`config.mk`:
```
export PLATFORM = sky130hd
export DESIGN_NAME = sr_pulse_ctrl
export DESIGN_NICKNAME = d
export VERILOG_FILES = /design/src/rtl/sr_pulse_pkg.sv /design/src/rtl/sr_btn_cond.sv /design/src/rtl/sr_pulse_ctrl.sv
export SDC_FILE = /design/constraint.sdc
export NUM_CORES = 1
export LEC_CHECK = 0
export ABC_AREA = 1
export CAP_MARGIN = 15
export CORE_AREA = 2 2 83 45
export CTS_CLUSTER_SIZE = 12
export DETAILED_ROUTE_END_ITERATION = 10
export DIE_AREA = 0 0 85 47
export PLACE_DENSITY_LB_ADDON = 0.15
export SLEW_MARGIN = 10
export SYNTH_ARGS = -nofsm -noshare
export SYNTH_HDL_FRONTEND = slang
export SYNTH_SLANG_ARGS = --single-unit
```
`constraint.sdc`:
```
create_clock -name clk -period 1.69 [get_ports clk]
set_clock_uncertainty 0.1 [all_clocks]
set_input_delay 0.338 -clock clk [delete_from_list [all_inputs] [get_ports clk]]
set_output_delay 0.338 -clock clk [all_outputs]
set_load 0.01 [all_outputs]
```
`src/rtl/sr_pulse_pkg.sv`:
```
// Shared types and sizing helpers for the SR latch command stage.
package sr_pulse_pkg;

   typedef enum logic [1:0] {
      IDLE  = 2'd0,
      SET_P = 2'd1,
      RST_P = 2'd2,
      GAP   = 2'd3
   } sr_state_e;

   typedef struct packed {
      logic rst_cmd;
      logic set_cmd;
   } sr_req_t;

   localparam int CMD_CNT_W = 8;
   localparam int NUM_BTN   = 2;
   localparam int BTN_SET   = 0;
   localparam int BTN_RST   = 1;

   // Width of a counter that runs 0..n-1; never narrower than one bit.
   function automatic int cnt_w(input int n);
      return (n <= 2) ? 1 : $clog2(n);
   endfunction

endpackage

```
`src/rtl/sr_btn_cond.sv`:
```
// One push-button lane: 2-flop synchronizer, optional debouncer, rising-edge request.
// Debounce is built only when SR_PULSE_DEBOUNCE_EN is defined.
module sr_btn_cond
   import sr_pulse_pkg::*;
#(
   parameter int DEB_CYCLES = 4
) (
   input  logic clk,
   input  logic rst_n,
   input  logic btn,
   output logic req
);

   if (DEB_CYCLES < 1) begin : g_bad_deb
      $error("sr_btn_cond: DEB_CYCLES must be >= 1");
   end

   logic [1:0] sync_q;
   logic       deb;
   logic       deb_d;

   always_ff @(posedge clk or negedge rst_n) begin
      if (!rst_n) sync_q <= '0;
      else        sync_q <= {sync_q[0], btn};
   end

`ifdef SR_PULSE_DEBOUNCE_EN
   localparam int DW = cnt_w(DEB_CYCLES);
   logic [DW-1:0] deb_cnt;

   // deb only moves after DEB_CYCLES consecutive samples disagree with it.
   always_ff @(posedge clk or negedge rst_n) begin
      if (!rst_n) begin
         deb     <= 1'b0;
         deb_cnt <= '0;
      end else if (sync_q[1] == deb) begin
         deb_cnt <= '0;
      end else if (deb_cnt == DW'(DEB_CYCLES - 1)) begin
         deb     <= sync_q[1];
         deb_cnt <= '0;
      end else begin
         deb_cnt <= deb_cnt + 1'b1;
      end
   end
`else
   assign deb = sync_q[1];
`endif

   always_ff @(posedge clk or negedge rst_n) begin
      if (!rst_n) deb_d <= 1'b0;
      else        deb_d <= deb;
   end

   assign req = deb & ~deb_d;

endmodule

```
`src/rtl/sr_pulse_ctrl.sv`:
```
// Serializes set/reset button requests into exclusive fixed-width s/r pulses.
// Debouncing of both buttons is enabled by SR_PULSE_DEBOUNCE_EN.
module sr_pulse_ctrl
   import sr_pulse_pkg::*;
#(
   parameter int DEB_CYCLES = 4,
   parameter int PULSE_W    = 2
) (
   input  logic                 clk,
   input  logic                 rst_n,
   input  logic                 set_btn,
   input  logic                 reset_btn,
   output logic                 s,
   output logic                 r,
   output logic                 busy,
   output logic [CMD_CNT_W-1:0] cmd_cnt
);

   localparam int PW = cnt_w(PULSE_W);

   logic [NUM_BTN-1:0] btn_raw;
   logic [NUM_BTN-1:0] btn_req;
   sr_req_t            req;
   sr_req_t            pend;
   sr_state_e          state;
   logic [PW-1:0]      pcnt;
   logic               want_rst;
   logic               want_set;

   assign btn_raw = {reset_btn, set_btn};

   sr_btn_cond #(.DEB_CYCLES(DEB_CYCLES)) u_cond [NUM_BTN-1:0] (
      .clk   (clk),
      .rst_n (rst_n),
      .btn   (btn_raw),
      .req   (btn_req)
   );

   assign req.set_cmd = btn_req[BTN_SET];
   assign req.rst_cmd = btn_req[BTN_RST];

   always_comb begin
      want_rst = req.rst_cmd | pend.rst_cmd;
      want_set = req.set_cmd | pend.set_cmd;
   end

   // IDLE and GAP share the dispatch decision; reset has priority and
   // discards a concurrent set so s and r can never overlap.
   always_ff @(posedge clk or negedge rst_n) begin
      if (!rst_n) begin
         state   <= IDLE;
         pcnt    <= '0;
         pend    <= '0;
         s       <= 1'b0;
         r       <= 1'b0;
         busy    <= 1'b0;
         cmd_cnt <= '0;
      end else begin
         case (state)
            IDLE, GAP: begin
               s    <= 1'b0;
               r    <= 1'b0;
               pcnt <= '0;
               if (want_rst) begin
                  state   <= RST_P;
                  r       <= 1'b1;
                  busy    <= 1'b1;
                  pend    <= '0;
                  cmd_cnt <= cmd_cnt + 1'b1;
               end else if (want_set) begin
                  state        <= SET_P;
                  s            <= 1'b1;
                  busy         <= 1'b1;
                  pend.set_cmd <= 1'b0;
                  cmd_cnt      <= cmd_cnt + 1'b1;
               end else begin
                  state <= IDLE;
                  busy  <= 1'b0;
               end
            end
            default: begin
               pend.set_cmd <= pend.set_cmd | req.set_cmd;
               pend.rst_cmd <= pend.rst_cmd | req.rst_cmd;
               if (pcnt == PW'(PULSE_W - 1)) begin
                  state <= GAP;
                  s     <= 1'b0;
                  r     <= 1'b0;
               end else begin
                  pcnt <= pcnt + 1'b1;
               end
            end
         endcase
      end
   end

endmodule
```
* Yosys cells after proc, flatten, opt, wreduce, memory -nomap -nowiden
Index checks and enable logic that the tools add are counted. Widths: inputs -> output; s select.
Operators by class: add/sub/neg operators 2, multiply operators 0, div/mod/pow operators 0, $lt $le $gt $ge 0, eq/ne operators 3, shift operators 0, muxes and demuxes 19, bitwise operators 6, reductions and logical operators 5
Operators with widths (count):
- $mux 8 | 2
- $mux 1 | 13
- $add 8x1->8 const B | 1
- $mux 2 | 4
- $reduce_bool 2->1 | 2
- $ne 3x3->1 const B | 1
- $and 1x1->1 | 2
- $eq 2x2->1 const B | 1
- $logic_not 2->1 | 1
- $ne 2x2->1 const B | 1
- $not 1->1 | 2
- $or 1x1->1 | 2
- $reduce_and 2->1 | 1
- $reduce_or 2->1 | 1
- $add 1x1->1 const B | 1
Storage, ports and cells: bits in registers 22, bits in latches 0, RAM bits 0, ROM bits 0, bits of input ports 4, word-level logic and storage cells 47, memories 0

* Longest topological paths before layout
Gate-level depths: netlist (run 1).
depth after elaboration 6, mapped depth 7

* Cells and area by module
Synthesis (run 1) repeated with hierarchy kept, for this count alone.
Second synthesis, totals: cell total of the unflattened synthesis 103, area total of the unflattened synthesis 945.9 µm²
By module, submodules not included:
- sr_pulse_ctrl | times used 1, cells an instance 93, area an instance 775.7 µm²
- sr_btn_cond | times used 2, cells an instance 5, area an instance 85.1 µm²

* Least setup slack after synthesis (run 1)
No wires, ideal clock.
path type register to register, from register cmd_cnt[0], to register cmd_cnt[6], setup time 116 ps, arrival 1048 ps, slack 425 ps, stages on the path, launching flop included 7, clock period less this slack 1265 ps, cells stage by stage dfrtp_1 ha_1 nand3_1 o21ai_0 nand2_1 nand2_1 nand2_1
On the way: word-level cells in the longest chain between the ends 3
RTL lines:
- start, declared | line sr_pulse_ctrl.sv:16 | output logic [CMD_CNT_W-1:0] cmd_cnt
- start signal, assigned | line sr_pulse_ctrl.sv:69 | cmd_cnt <= cmd_cnt + 1'b1;
- start signal, assigned | line sr_pulse_ctrl.sv:75 | cmd_cnt <= cmd_cnt + 1'b1;
- $add 8x1->8 * | line sr_pulse_ctrl.sv:69, sr_pulse_ctrl.sv:75
- $mux 8 | line sr_pulse_ctrl.sv:70 | end else if (want_set) begin
- $mux 8 * | line sr_pulse_ctrl.sv:64 | if (want_rst) begin
Every way passes the cells marked *; elsewhere a longest branch is shown, timed or not. The select of a mux whose other input is x is not followed. A chain may end at the register's enable or synchronous reset.

* Final worst setup path (run 1)
from register cmd_cnt[7], to output port cmd_cnt[7]
No word-level cell between the ends.

==> results.cfg, run 1 <==
[run_status]
status = completed

[logic_synthesis]
post_synth_inst_count = 106
synth_area_um2 = 945
post_synthesis_net_count = 111
ys_ff_latch = 22
postSynthAreaPerCell_um2 = 8.91
synth-seq-area-share_pct = 58.3
ys_warn_count = 0
synth.distinct_cells = 18

[floorplanning]
rows = 15
fp.dieW_um = 85
initial_core_util_pct = 28.8
core_area_um2 = 3280
io-pin-count = 15
die_h_um = 47
design.die.area_um2 = 4000

[timing]
max_slew.worst_pin.slew_ps = 286
fin_max_slew_vios = 0
period_minus_slack_ps = 1620
max_slew_margin_pct = 80.9
achievable-frequency_mhz = 616
setup_viol_count_final = 0
hold_violations = 0
finalCritPeriodShare_pct = 96.0
fin_worst_hold_slack_ps = 255
postLayoutSetupSlackWorst_ps = 66.8

[worst_setup_path]
cp.required_ps = 1250
critical-path-max-stage-delay_ps = 540
rrSetupSlack_ps = 280
setup.worst_path.class = reg2out
slowest_cell_on_the_critical_path = sky130_fd_sc_hd__clkdlybuf4s50_1
worstPathBufferInverterCount = 1
cp.depth = 1
r2r_cells = 7
path_delay_family = buffers and inverters
timing.critical_path.fanout_max = 4
type_of_origin_of_the_critical_path = flip-flop
timing.critical_path.cells = clkdlybuf4s50_1
cp_data_arrival_time_ps = 1190
critical_path.endpoint_type = output port

[place]
placedCellCount = 163
placed_cell_areas_um2 = 1140
port_buffers = 14
place_worst_setup_slack_ps = 251
finalWeightedCongestion = 0.632
place_hpwl_um = 1340

[route]
drtPass1Iterations = 4
antenna_viol_nets_final = 0
drt_wl_total_um = 1940
drt_first_iter_violations = 59
routed_wire_length_per_instance_um = 11.2
vias_per_cell = 4.03
vias = 698
drc = 0

[power]
share_seq_of_total_power_pct = 37.9
internal_power_uw = 1280
sw_frac_of_total_pct = 38.0
p_clk_share_pct = 18.4
static-leakage-power_uw = 0.000672
peakVddDrop_v = 0.000534
powerDensity_nw_per_um2 = 1650
power.total_uw = 2070
share_comb_of_total_power_pct = 43.7
power.net_switching_uw = 786

[clock_tree]
clock_tree.htree_level_count = 1
cts.sinks = 22
cts_buffers = 3
cts_hold_repair.buffers = 0
cts_root_buffer = sky130_fd_sc_hd__clkbuf_8
clock_pin_slew_on_the_worst_setup_and_hold_paths_ps = 80
cts_tree = done
clock_latency_ps = 260
clock_path_buffers = 2

[final_layout]
antenna_cells = 0
design.final.nets = 137
layout_common_cells = 46 x sky130_fd_sc_hd__nand2_1, 20 x sky130_fd_sc_hd__dfrtp_1, 13 x sky130_fd_sc_hd__inv_1
final_design_area_no_fill_um2 = 1250
final_common_cell = sky130_fd_sc_hd__nand2_1
post_route_non_filler_standard_cell_count = 173
drive_above_1_share_pct = 16.0
area_overhead_of_the_layout_relative_to_synthesis_pct = 32.8
fill_cells = 337

[global_routing]
grt_max_degree = 23
antenna_found_initial = 0
grt_first_pass_wirelength_um = 3250
grt.total_usage_pct = 11.1
vias_in_the_first_global_route = 656
gr-total-overflow = 0

[worst_hold_path]
hp-class = reg2reg
hold_path_depth = 0

[job]
cap_violations = 0
state kept, by name, summed over array words and instances (netlist names):
signal	flops
cmd_cnt	8
r	1
u_cond.sync_q	4
u_cond.deb_d	2
pcnt	1
s	1
busy	1
pend	2
state	2
power groups by stage:
stage	Combinational [µW]	Sequential (µW)	Clock [µW]
4_1_cts	897	796	393
2_1_floorplan	500	837	0
5_1_grt	1030	806	412
3_5_place_dp	843	820	0
3_3_place_gp	835	810	0
6_report	905	785	380
final timing paths:
check                                         startpoint                       endpoint
min                        u_cond[1].sync_q[0]$_DFF_PN0_  u_cond[1].sync_q[1]$_DFF_PN0_
min reg2reg                u_cond[1].sync_q[0]$_DFF_PN0_  u_cond[1].sync_q[1]$_DFF_PN0_
max in group asynchronous                          rst_n         cmd_cnt[2]$_DFFE_PN0P_
max reg2reg                       cmd_cnt[0]$_DFFE_PN0P_         cmd_cnt[6]$_DFFE_PN0P_
max                               cmd_cnt[7]$_DFFE_PN0P_                     cmd_cnt[7]
min in group asynchronous                          rst_n                  s$_DFFE_PN0P_
logic make-up (layout without fill, tap and decap cells):
family	count (synthesis)	count (layout)	share of synthesized area [%]
compound gates	6	6	5.03
xor+xnor	3	3	2.78
fa+ha+maj	1	1	1.32
buf+inv	14	39	5.56
flops	22	22	58.3
simple gates	60	60	27.0
area by class of cell:
cell class,instances,area [µm²],share of cell area (%)
well taps,42,52.6,4.19
flip-flops and latches,22,553,44.1
multi-input cells,70,342,27.2
repair buffers,21,200,16.0
inverters,14,52.6,4.19
clock buffers,4,55.1,4.39
synthesized netlist by cell type:
master	instances	area [µm²]
sky130_fd_sc_hd__nand2_2	2	12.5
sky130_fd_sc_hd__ha_1	1	12.5
sky130_fd_sc_hd__o211ai_1	1	7.51
sky130_fd_sc_hd__xnor2_1	1	8.76
sky130_fd_sc_hd__o21ai_0	2	10.0
sky130_fd_sc_hd__o21bai_4	1	18.8
sky130_fd_sc_hd__inv_2	1	3.75
sky130_fd_sc_hd__dfrtp_1	22	551
sky130_fd_sc_hd__nand3_1	4	20.0
sky130_fd_sc_hd__nor2_2	2	12.5
sky130_fd_sc_hd__nor2_4	1	11.3
sky130_fd_sc_hd__a31oi_1	1	6.26
sky130_fd_sc_hd__nor2_1	4	15.0
sky130_fd_sc_hd__nand2_4	1	11.3
sky130_fd_sc_hd__a21oi_1	1	5.00
sky130_fd_sc_hd__xor2_1	2	17.5
sky130_fd_sc_hd__inv_1	13	48.8
sky130_fd_sc_hd__nand2_1	46	173
stage by stage:
stage,setup TNS (ps),utilization (%)
6_report,0,38.2
5_1_grt,-2.73,38.2
4_1_cts,0,37.5
3_5_place_dp,0,34.9
3_3_place_gp,0,34.9
2_1_floorplan,0,-
timing repair:
item / in CTS / in global routing
setup endpoints to repair: 6 / 5
buffers inserted: 4 / 2
gates resized for setup: 2 / 3
worst reg2reg max path, stage by stage, from the launching register on:
cell	delay [ps]
sky130_fd_sc_hd__dfrtp_1	360
sky130_fd_sc_hd__buf_4	130
sky130_fd_sc_hd__ha_1	190
sky130_fd_sc_hd__nand3_1	160
sky130_fd_sc_hd__o21ai_0	180
sky130_fd_sc_hd__nand2_1	70
sky130_fd_sc_hd__nand2_1	60
sky130_fd_sc_hd__nand2_1	50
metal layers:
layer | vias up | part of all wire [%] | global-route usage, %
met2 | 12 | 38 | 15.8
met3 | 2 | 4.7 | 4.75
met5 | - | 0 | 0
met4 | 0 | 1.0 | 2.86
met1 | 314 | 56 | 15.6
li1 | 370 | - | -
No activity file was read; power rests on OpenSTA's default activity.
==> run 2: changes to the inputs <==
--- a/config.mk
+++ b/config.mk
@@ -11,7 +11,9 @@
 export CTS_CLUSTER_SIZE = 12
 export DETAILED_ROUTE_END_ITERATION = 10
 export DIE_AREA = 0 0 85 47
+export GPL_TIMING_DRIVEN = 0
 export PLACE_DENSITY_LB_ADDON = 0.15
+export REMOVE_ABC_BUFFERS = 1
 export SLEW_MARGIN = 10
 export SYNTH_ARGS = -nofsm -noshare
 export SYNTH_HDL_FRONTEND = slang
==> constraint.sdc (replaced) <==
create_clock -name clk -period 1.92 [get_ports clk]
set_clock_uncertainty 0.1 [all_clocks]
set_input_delay 0.384 -clock clk [delete_from_list [all_inputs] [get_ports clk]]
set_output_delay 0.384 -clock clk [all_outputs]
set_load 0.01 [all_outputs]
==> run 2 against run 1 <==
Against the previous run:
- sequential power down 9.0%
- count of clock-buffer cells in the layout down 1
- setup slack better by 86 ps
- sequential share of layout area up 2.6 points
- non-clock buffer count down 7
- die area unchanged
- total power down 17%
- cell area down 6.1%
- worst hold slack worse by 2.3 ps
- global-route usage down 1.2 points
- routed wire length down 10%
- largest power group unchanged
==> results.cfg, run 2 (synthesis gave the netlist of run 1 again) <==
[power]
static-leakage-power_uw = 0.000586
share_seq_of_total_power_pct = 41.5
share_comb_of_total_power_pct = 42.4
peakVddDrop_v = 0.000554
power.net_switching_uw = 666
internal_power_uw = 1050
sw_frac_of_total_pct = 38.7
powerDensity_nw_per_um2 = 1460
p_clk_share_pct = 16.1

[floorplanning]
initial_core_util_pct = 28.8
rows = 15
io-pin-count = 15
die_h_um = 47
fp.dieW_um = 85
core_area_um2 = 3280
design.die.area_um2 = 4000

[timing]
grt_setup_unrepaired = no
totalNegativeSetupSlack_ps = 0
fin_max_slew_vios = 0
max_slew_margin_pct = 34.3
max_slew.worst_pin.slew_ps = 982
achievable-frequency_mhz = 566
hold_violations = 0
finalCritPeriodShare_pct = 92.1
period_minus_slack_ps = 1770
setup_viol_count_final = 0

[worst_setup_path]
critical_path.endpoint_type = output port
setup.worst_path.class = reg2out
cp_data_arrival_time_ps = 1280
timing.critical_path.fanout_max = 6
type_of_origin_of_the_critical_path = flip-flop
cp.required_ps = 1440
timing.critical_path.cells = clkdlybuf4s50_1
worstPathBufferInverterCount = 1
critical-path-max-stage-delay_ps = 580
path_delay_family = buffers and inverters
slowest_cell_on_the_critical_path = sky130_fd_sc_hd__clkdlybuf4s50_1

[clock_tree]
cts_root_buffer = sky130_fd_sc_hd__clkbuf_8
cts_setup_buffers = 0
cts.sinks = 22
clock_pin_slew_on_the_worst_setup_and_hold_paths_ps = 70
clock_tree.htree_level_count = 1
clock_latency_ps = 250
cts_hold_repair.buffers = 0
cts_tree = done
clock_path_buffers = 2
cts_buffers = 3
cts_resized = 0

[final_layout]
antenna_cells = 0
area_of_combinational_cells_with_multiple_inputs_um2 = 342
drive_above_1_share_pct = 8.94
fill_cells = 331
layout_common_cells = 46 x sky130_fd_sc_hd__nand2_1, 22 x sky130_fd_sc_hd__dfrtp_1, 14 x sky130_fd_sc_hd__clkdlybuf4s50_1
final_design_area_no_fill_um2 = 1180
final_common_cell = sky130_fd_sc_hd__nand2_1
design.final.nets = 130
number_of_flip_flops_in_the_largest_register = 8
reg_top3 = cmd_cnt (8), u_cond.sync_q (4)
total_area_of_sequential_cells_um2 = 551
largest_register = cmd_cnt
area_overhead_of_the_layout_relative_to_synthesis_pct = 24.8

[route]
routed.top_layer = met4
drtPass1Iterations = 4
detailroute.wirelength.met3_um = 73
routed_wire_length_per_instance_um = 10.5
vias_per_cell = 4.13
antenna_viol_nets_final = 0
wirelength_met1_um = 930
vias = 681
wl_met2_um = 726
drt_first_iter_violations = 31
drt_wl_total_um = 1740
drc = 0

[worst_hold_path]
hp-class = reg2reg

[global_routing]
gr-total-overflow = 0
grt.total_usage_pct = 9.92
antenna_found_initial = 0
grt_first_pass_wirelength_um = 2990
grt_max_degree = 23
vias_in_the_first_global_route = 618

[place]
place_hpwl_um = 1250
port_buffers = 14
placed_cell_areas_um2 = 1140
finalWeightedCongestion = 0.736

[run_status]
status = completed

[job]
cap_violations = 0
==> run 2: power by group through the flow <==
stage / sequential (µW) / clock (µW) / combinational, µW
6_report: 714 / 276 / 728
5_1_grt: 734 / 310 / 814
4_1_cts: 713 / 287 / 738
3_5_place_dp: 721 / 0 / 734
3_3_place_gp: 716 / 0 / 725
2_1_floorplan: 737 / 0 / 440
==> run 2: cell type report <==
type | count | share of cell area [%]
tap | 42 | 4.46
clock buffer | 3 | 3.50
sequential | 22 | 46.7
multi-input combinational | 70 | 29.0
timing repair buffer | 14 | 11.9
inverter | 14 | 4.46
==> run 2: final timing paths <==
check,depth (start not counted),slack (ps),endpoint,start
worst max-delay path,1,150,cmd_cnt[2],cmd_cnt[2]$_DFFE_PN0P_
worst max register to register,6,550,cmd_cnt[6]$_DFFE_PN0P_,cmd_cnt[0]$_DFFE_PN0P_
worst min-delay path,0,250,u_cond[1].sync_q[1]$_DFF_PN0_,u_cond[1].sync_q[0]$_DFF_PN0_
min in group asynchronous,1,570,u_cond[1].deb_d$_DFF_PN0_,rst_n
worst min register to register,0,250,u_cond[1].sync_q[1]$_DFF_PN0_,u_cond[1].sync_q[0]$_DFF_PN0_
max in group asynchronous,1,560,pend[0]$_DFFE_PN0P_,rst_n
==> run 2: through the flow <==
stage          instances  total power [µW]  hold slack (ps)  util [%]  setup slack (ps)
4_1_cts              165              1740              259      35.9               144
3_5_place_dp         162              1450              241      34.6               190
2_1_floorplan        106              1180            -11.6         -               655
5_1_grt              165              1860              280      35.9              77.9
6_report             165              1720              253      35.9               152
3_3_place_gp         162              1440              238      34.6               177
==> run 2: per-layer routing <==
metal  up-vias  global-route usage, %
li1        352                      -
met1       315                   13.5
met2        12                   15.2
met3         2                   4.22
met4         0                   1.90
met5         -                      0
==> edit: new RTL, flow settings as in run 2 <==
Register the output `cmd_cnt` once more; this adds one clock of latency there. The other outputs are not delayed to match.
--- a/src/rtl/sr_pulse_ctrl.sv
+++ b/src/rtl/sr_pulse_ctrl.sv
@@ -17,6 +17,8 @@
 );
 
    localparam int PW = cnt_w(PULSE_W);
+
+   logic [CMD_CNT_W-1:0] cmd_cnt_s0;
 
    logic [NUM_BTN-1:0] btn_raw;
    logic [NUM_BTN-1:0] btn_req;
@@ -54,7 +56,7 @@
          s       <= 1'b0;
          r       <= 1'b0;
          busy    <= 1'b0;
-         cmd_cnt <= '0;
+         cmd_cnt_s0 <= '0;
       end else begin
          case (state)
             IDLE, GAP: begin
@@ -66,13 +68,13 @@
                   r       <= 1'b1;
                   busy    <= 1'b1;
                   pend    <= '0;
-                  cmd_cnt <= cmd_cnt + 1'b1;
+                  cmd_cnt_s0 <= cmd_cnt_s0 + 1'b1;
                end else if (want_set) begin
                   state        <= SET_P;
                   s            <= 1'b1;
                   busy         <= 1'b1;
                   pend.set_cmd <= 1'b0;
-                  cmd_cnt      <= cmd_cnt + 1'b1;
+                  cmd_cnt_s0   <= cmd_cnt_s0 + 1'b1;
                end else begin
                   state <= IDLE;
                   busy  <= 1'b0;
@@ -93,4 +95,8 @@
       end
    end
 
+   always_ff @(posedge clk) begin
+      cmd_cnt <= cmd_cnt_s0;
+   end
+
 endmodule
Formal check against the unedited RTL: not equivalent (a bounded check fails within 4 cycles, from zero or initial values and one cycle with rst_n low).
==> edit against run 2 <==
Total power grew 25%; area after synthesis grew 16%; sequential cell count grew 8; final area grew 17%; utilization grew 6.1 points; non-clock buffer count is the same; routed wire length grew 6.8%; first-iteration DRC count grew 48%; largest power group is now sequential cells; setup slack gained 0.12 ns.
==> edit: results (changes against run 2) <==
Run status
  • Status: finished, final reports clean

Critical path
  • R2R Setup Slk: 0.60 ns (+0.05 ns)
  • Worst r2r dst: cmd_cnt_s0[6]$_DFFE_PN0P_
  • Critical Path Source: busy$_DFFE_PN0N_
  • CP Max Fanout: 2 (-4)
  • Crit path capture: busy
  • Worst R2R Start: cmd_cnt_s0[1]$_DFFE_PN0P_
  • Max stage delay on crit path: 0.54 ns (-0.04 ns)

Placed design
  • Post-DP HPWL: 1283 microns (+2.3%)
  • RePlAce Congestion: 0.7931 (+7.7%)

Route
  • DRT met1 WL: 1018 microns (+9.5%)
  • Avg Vias per Cell: 4.085 (-1.0%)
  • Met3 wire length: 110 microns (+51%)
  • Wire length on met2: 721 microns (-0.69%)

Cells and area
  • Non-clk invs: 13 (-1)
  • Nets: 139 (+6.9%)
  • Non-clk buf share: 10.16% (-1.7 points)
  • Num sequential: 30 (+36%)
  • Largest regs: cmd_cnt: 8 flops, cmd_cnt_s0: 8 flops, u_cond.sync_q: 4 flops
  • CLK BUF: 7 (+4)
  • Layout cells sized above 1: 9.701% (+0.76 points)
  • ClkCell Share: 6.261% (+2.8 points)
  • FILL cells: 298 (-10%)
  • Multi-input combinational area share: 24.68% (-4.3 points)

Yosys
  • Synth area leaders: dfrtp_1, nand2_1, dfxtp_1
  • Sequential area share after synthesis: 64.62% (+6.3 points)
  • Ys async rst share: 73.33% (-27 points)
  • Synth cell types: 19 (+1)
  • Most frequent cells after synthesis: nand2_1, dfrtp_1, inv_1, dfxtp_1

Clocking
  • Worst-Skew Late Latency: 0.27 ns (+0.02 ns)
  • TritonCTS Buffers: 5 (+2)

Global route
  • Met3 Use GR: 5.975% (+1.8 points)
  • Vias in the first global route: 654 (+5.8%)
  • Tot GR Track Use: 11.15% (+1.2 points)
  • Global-route wire length before repair: 3105 microns (+4.0%)
  • Met1 GRT Util: 15.18% (+1.7 points)

Min path
  • Hold path startpoint: u_cond[0].sync_q[0]$_DFF_PN0_
  • Hold Path End: u_cond[0].sync_q[1]$_DFF_PN0_

Power and ir drop
  • Maximum VDD drop: 0.6025 mV (+8.7%)
  • Leak: 0.6665 nW (+14%)
  • Switching part of the total power: 34.45% (-4.3 points)
  • Clock group power: 0.492 mW (+78%)
  • Share of total power in combinational logic: 33.7% (-8.7 points)

STA
  • Worst slew margin: 32.93% (-1.4 points)
==> edit: cell types whose count changed in the layout (fill, tap and decap cells not counted) <==
cell,change
nor2_2,-1
xnor2_1,+1
dfxtp_1,+8
nor2_1,+1
xor2_1,-1
nand2_1,-1
clkbuf_8,+3
clkbuf_1,+1
nand3_1,+1
inv_1,-1
==> edit: kinds of logic after synthesis <==
group	after synthesis	synth area share [%]
XOR/XNOR	3	2.390
buffers and inverters	13	4.436
adder cells (fa/ha/maj)	1	1.137
AND/OR/NAND/NOR	60	23.09
flip-flops	30	64.62
AO/OA/AOI/OAI	6	4.323
==> edit: stage by stage <==
stage / hold slack [ns] / std cells / area, sq um / setup slack [ns]
2_1_floorplan: -0.01159 / 113 / 1100 / 0.7521
3_3_place_gp: 0.2343 / 169 / 1292 / 0.1751
3_5_place_dp: 0.2379 / 169 / 1292 / 0.1696
4_1_cts: 0.2525 / 176 / 1379 / 0.2567
5_1_grt: 0.2589 / 176 / 1379 / 0.2230
6_report: 0.2520 / 176 / 1379 / 0.2772
